File: src/rtl/carry_output_reg.sv
// carry_output_reg -- configurable output stage for one carry-chain slice.
//
// Each of the INPUTS lanes picks its source (carry-chain sum S[i] or LUT
// bypass L[i]) and presents it either combinationally or through a data
// register. Lane behaviour comes from a serially loaded configuration chain.
// Lane i occupies config bits [3i+2:3i] = {init_i, src_i, reg_i}.
//
// Optional feature: define CARRY_OUT_REG_EN to add two config bits
// [3*INPUTS+1:3*INPUTS] = {co_init, co_reg}. These make the carry-out
// registrable as well. Without the macro, co_out is Co passed straight
// through (still gated by ready).
//
// Ports
//   clk      : clock, all state changes on the rising edge
//   rst_n    : synchronous active-low reset
//   S        : carry-chain sum bits, one per lane
//   Co       : carry-chain carry-out
//   L        : LUT outputs bypassing the chain, one per lane
//   ce       : data register clock enable
//   sr       : synchronous load of per-lane init values into data registers
//   cfg_en   : config shift enable
//   cfg_in   : serial config data in (enters the top of the chain)
//   cfg_out  : serial config data out (config bit 0), for daisy-chaining
//   out      : lane outputs, forced to 0 unless ready
//   co_out   : carry-out to the next slice, forced to 0 unless ready
//   ready    : a complete, correctly sized configuration is held
//   cfg_err  : sticky flag for a short or long config load, cleared by reset
module carry_output_reg #(
    parameter int INPUTS = 4
) (
    input  logic              clk,
    input  logic              rst_n,
    input  logic [INPUTS-1:0] S,
    input  logic              Co,
    input  logic [INPUTS-1:0] L,
    input  logic              ce,
    input  logic              sr,
    input  logic              cfg_en,
    input  logic              cfg_in,
    output logic              cfg_out,
    output logic [INPUTS-1:0] out,
    output logic              co_out,
    output logic              ready,
    output logic              cfg_err
);

`ifdef CARRY_OUT_REG_EN
    localparam int CFG_W = 3*INPUTS + 2;
`else
    localparam int CFG_W = 3*INPUTS;
`endif

    // The counter must be able to hold CFG_W+1 so a long load is recognisable.
    localparam int                CNT_W    = $clog2(CFG_W + 2);
    localparam logic [CNT_W-1:0]  CNT_FULL = CNT_W'(CFG_W);
    localparam logic [CNT_W-1:0]  CNT_SAT  = CNT_W'(CFG_W + 1);

    typedef enum logic [1:0] {
        UNCFG = 2'd0,
        LOAD  = 2'd1,
        READY = 2'd2
    } state_e;

    logic [CFG_W-1:0]  cfg_q, cfg_d;
    logic [INPUTS-1:0] data_q, data_d;
    logic [CNT_W-1:0]  cnt_q, cnt_d;
    state_e            state_q, state_d;
    logic              err_q, err_d;

    logic [INPUTS-1:0] lane_init, lane_src, lane_reg;
    logic [INPUTS-1:0] src_val, lane_out;

    // Unpack the per-lane fields and build the lane datapath.
    always_comb begin
        for (int i = 0; i < INPUTS; i++) begin
            lane_init[i] = cfg_q[3*i+2];
            lane_src[i]  = cfg_q[3*i+1];
            lane_reg[i]  = cfg_q[3*i];
        end
        src_val  = (lane_src & S) | (~lane_src & L);
        lane_out = (lane_reg & data_q) | (~lane_reg & src_val);
    end

    // Next-state logic for config chain, data registers and load FSM.
    // NOTE: every signal gets a default first so no path leaves it unassigned
    // and no latch is inferred.
    always_comb begin
        cfg_d   = cfg_q;
        data_d  = data_q;
        cnt_d   = cnt_q;
        state_d = state_q;
        err_d   = err_q;

        // A shift freezes the data registers even when sr or ce is also high.
        if (cfg_en) begin
            cfg_d = {cfg_in, cfg_q[CFG_W-1:1]};
        end else if (sr) begin
            data_d = lane_init;
        end else if (ce) begin
            data_d = src_val;
        end

        case (state_q)
            UNCFG, READY: begin
                if (cfg_en) begin
                    state_d = LOAD;
                    cnt_d   = CNT_W'(1);
                end
            end
            LOAD: begin
                if (cfg_en) begin
                    // Saturate one past full length: any longer load is simply "too long".
                    if (cnt_q != CNT_SAT) begin
                        cnt_d = cnt_q + CNT_W'(1);
                    end
                end else if (cnt_q == CNT_FULL) begin
                    state_d = READY;
                end else begin
                    state_d = UNCFG;
                    err_d   = 1'b1;
                end
            end
            default: begin
                state_d = UNCFG;
            end
        endcase
    end

    // NOTE: sequential state is written with non-blocking assignments only, so
    // every register samples the pre-edge values regardless of statement order.
    always_ff @(posedge clk) begin
        if (!rst_n) begin
            cfg_q   <= '0;
            data_q  <= '0;
            cnt_q   <= '0;
            state_q <= UNCFG;
            err_q   <= 1'b0;
        end else begin
            cfg_q   <= cfg_d;
            data_q  <= data_d;
            cnt_q   <= cnt_d;
            state_q <= state_d;
            err_q   <= err_d;
        end
    end

    assign ready   = (state_q == READY);
    assign cfg_err = err_q;
    assign cfg_out = cfg_q[0];
    assign out     = ready ? lane_out : '0;

`ifdef CARRY_OUT_REG_EN
    logic co_q, co_d;
    logic co_reg, co_init;

    assign co_reg  = cfg_q[3*INPUTS];
    assign co_init = cfg_q[3*INPUTS+1];

    // Same cfg_en / sr / ce priority as the lane data registers.
    always_comb begin
        co_d = co_q;
        if (cfg_en) begin
            co_d = co_q;
        end else if (sr) begin
            co_d = co_init;
        end else if (ce) begin
            co_d = Co;
        end
    end

    always_ff @(posedge clk) begin
        if (!rst_n) begin
            co_q <= 1'b0;
        end else begin
            co_q <= co_d;
        end
    end

    assign co_out = ready & (co_reg ? co_q : Co);
`else
    assign co_out = ready & Co;
`endif

endmodule

File: config.mk
export PLATFORM = sky130hd
export DESIGN_NAME = carry_output_reg
export DESIGN_NICKNAME = d
export VERILOG_FILES = /design/src/rtl/carry_output_reg.sv
export SDC_FILE = /design/constraint.sdc
export NUM_CORES = 1
export LEC_CHECK = 0
export CORE_AREA = 2 2 54 51
export CTS_CLUSTER_DIAMETER = 40
export DETAILED_ROUTE_END_ITERATION = 7
export DIE_AREA = 0 0 56 53
export GPL_ROUTABILITY_DRIVEN = 0
export PLACE_DENSITY = 0.72
export SYNTH_ARGS = -nofsm -noshare
export SYNTH_HDL_FRONTEND = slang
export SYNTH_SLANG_ARGS = --single-unit
File: constraint.sdc
create_clock -name clk -period 2.16 [get_ports clk]
set_input_delay 0.648 -clock clk [delete_from_list [all_inputs] [get_ports clk]]
set_output_delay 0.648 -clock clk [all_outputs]
set_load 0.01 [all_outputs]
==> results.md <==
* Status: finished, final reports clean
* Critical path's slowest cell: clkdlybuf4s50_1
* CTS tree: built
* Number of buffers added on ports at 22
* Routed WL per cell at approximately 13 um
* Vias in the first global route at 853
* Slew @ Worst Pin at ~0.38 ns
* Clock root buffer: clkbuf_4
* Peak Freq at 475 MHz
* Antenna-violating nets left at 0
* CP Data Required Time at 1.51 ns
* Fin crit period at 2.11 ns
* Post-synth EDFFs at 0
* Worst path cell trace: clkdlybuf4s50_1 > and2_1 > dlygate4sd2_1
* Final setup margin at 0.0534 ns
* Max incr delay on CP at 0.45 ns
* Startpoint types: input port
* Leak at around 0.67 nW
* Worst Path Max Fanout at 1
* N_diodes at 0
* Final period util at 0.975
* DP HPWL at 1660 um
* RSZ-0062 raised after global routing: false
* Worst setup EP type: output pin
* Top-area cell type share of the netlist area at 0.408
* Sequential Area at 462 um^2
* Max Slew Vio Count at 0
* Internal power at 0.565 mW
* Switching Share at 0.235
* Seq pwr share at 0.597
* Synth warnings at 0
* Skew final at 0.00383 ns
* Clk slew on worst S/H paths at 0.12 ns
* Most numerous cell in the Yosys netlist: dfxtp_1
* Layout overhead on the synthesized area at 28.1%
* Core area at 2380 um^2
* VDD IR max at 0.324 mV
* Share of cells above drive strength 1 at 0.161
* CP delay by family, top: buffers and inverters
* Hold Fails Final Rpt at 0
* # H-tree levels at 1
* Die height at 53 um
* Pwr dens at between 500 and 600 nW/um^2
* Mapped Area at between 1000 and 1500 um^2
* Critical path class: input port to output pin
* Top_reg_cell synth: dfxtp_1
* Final Setup Violations at 0
* Initial antenna violation count at 0
* Io pins at 23
* Via density at about 5.3
* Netlist cell types at 32
* Mapped Nets at between 100 and 150
* Largest cells by area after synthesis: dfxtp_1, mux2i_1, nor2b_1
* Worst slew margin at 0.747
* GR Overflow Total at 0
* Initial Util at 0.473
* Die ar. at 2970 um^2
* Total track usage at 0.164
* Critical path arrival at 1.46 ns
* Num CTS Buffers at 3
* Later-pin clock latency in the skew report at 0.30 ns
* Worst path bufs/invs at 2
* Clock power share at 0.268
* Sequential cell area fraction in the yosys report at 0.408
* Final nets at ~160
* Buffer depth of the longest clock path at 2
* Logic gate share of total power at 0.135
* CTS Sinks at 23
* Multi-input logic area at 636 um^2
* Worst slack, placed at -0.478 ns
* First-pass GRT wire length at ~3800 um
* Max Cap Viol at 0
* Sw power at 0.174 mW
* Routed wire length at 2280 um
* Yosys reg bits at 23
* Die W at 56 um
* First-pass DRT Iterations at 4
* Largest net degree at the start of global routing at 17
* Hold WS at between 0.4 and 0.5 ns
* Worst min path class: flop to flop
* Async set-reset flop share out of synthesis at 0
* Initial DRC count at 14
* Via Count at 908
* FP Rows at 17
* Fillers at 212
* Instance count of the mapped netlist at 115
* Top cell type by total area after synthesis: dfxtp_1
* Post-synth top cells: dfxtp_1, mux2i_1, nor2b_1
* DR DRC count at 0
* Syn avg cell area at between 9 and 10 um^2
## stage by stage
| step | instances | power (mW) | area [um^2] | TNS [ns] | utilization |
|---|---|---|---|---|---|
| after global routing | 171 | 0.769 | 1440 | 0 | 0.606 |
| after global placement | 167 | 0.547 | 1410 | -2.03 | 0.590 |
| final | 171 | 0.738 | 1440 | 0 | 0.606 |
| after detailed placement | 167 | 0.549 | 1410 | -2.10 | 0.590 |
| after floorplan | 115 | 0.505 | 1130 | 0 | - |
| after CTS | 171 | 0.747 | 1420 | -0.384 | 0.596 |
## cells by family after synthesis
kind of cell,after synthesis,share of synthesized area
muxes,25,0.226
DFF,23,0.408
AOI/OAI and AO/OA,16,0.0988
adders and majority gates,3,0.0333
and+or+nand+nor,38,0.190
buffers and inverters,10,0.0433
## worst reg2reg max path: stages, from the launching register on
cell     delay (ns)
dfxtp_1        0.43
inv_1          0.08
ha_1           0.22
a31oi_1        0.28
mux2i_1        0.12
a31o_1         0.19
## state kept, by name, summed over array words and instances, names as in the netlist
name / cells
cfg_q: 12
cfg_err: 1
cnt_q: 4
data_q: 4
state_q: 2
## what timing repair did
item / CTS / global route
gates resized for setup: 23 / 9
hold buffers: 0 / 0
pin swaps: 0 / 3
setup buffers: 0 / 0
setup endpoints to repair: 6 / 4
## final cells by class
type	instances	share of cell area
multi-input combinational	82	0.440
sequential	23	0.320
clock buffer	4	0.0182
inverter	5	0.0130
timing repair buffer	29	0.185
tap	28	0.0243
## metal layers
| layer | global-route usage | up-vias | part of all wire | routed length (um) |
|---|---|---|---|---|
| li1 | - | 460 | - | - |
| met4 | 0.0754 | 0 | 0.0061 | 14 |
| met3 | 0.0244 | 2 | 0.033 | 75 |
| met5 | 0 | - | 0 | 0 |
| met2 | 0.292 | 17 | 0.50 | 1140 |
| met1 | 0.198 | 429 | 0.46 | 1050 |
## power groups by stage
stage	registers, mW	clock network, mW	logic [mW]
after floorplan	0.450	0	0.0549
after global placement	0.450	0	0.0975
after detailed placement	0.450	0	0.0992
after CTS	0.441	0.206	0.100
after global routing	0.442	0.218	0.109
final	0.441	0.198	0.0995
## layout by cell type (no fill, tap or decap), types with 2 or more instances in the layout
master,instances
nand3_1,2
nor3b_1,2
inv_1,4
clkbuf_4,3
ha_1,3
mux2i_1,21
clkdlybuf4s50_1,8
buf_4,7
buf_2,4
and3_1,2
dlygate4sd2_1,3
nand2_1,6
dfxtp_1,22
a21oi_1,2
nor2_1,5
dlymetal6s2s_1,7
mux2_4,4
o22ai_1,5
nor2b_1,14
o21ai_0,2
## path summary, 6_finish.rpt
check           start        to  slack, ns  cells after the start
max                Co    co_out       0.05                      3
min           cfg_err   cfg_err       0.48                      1
max reg2reg  cnt_q[1]  cnt_q[1]       0.75                      5
min reg2reg   cfg_err   cfg_err       0.48                      1
Power figures use the tool's default switching activity.
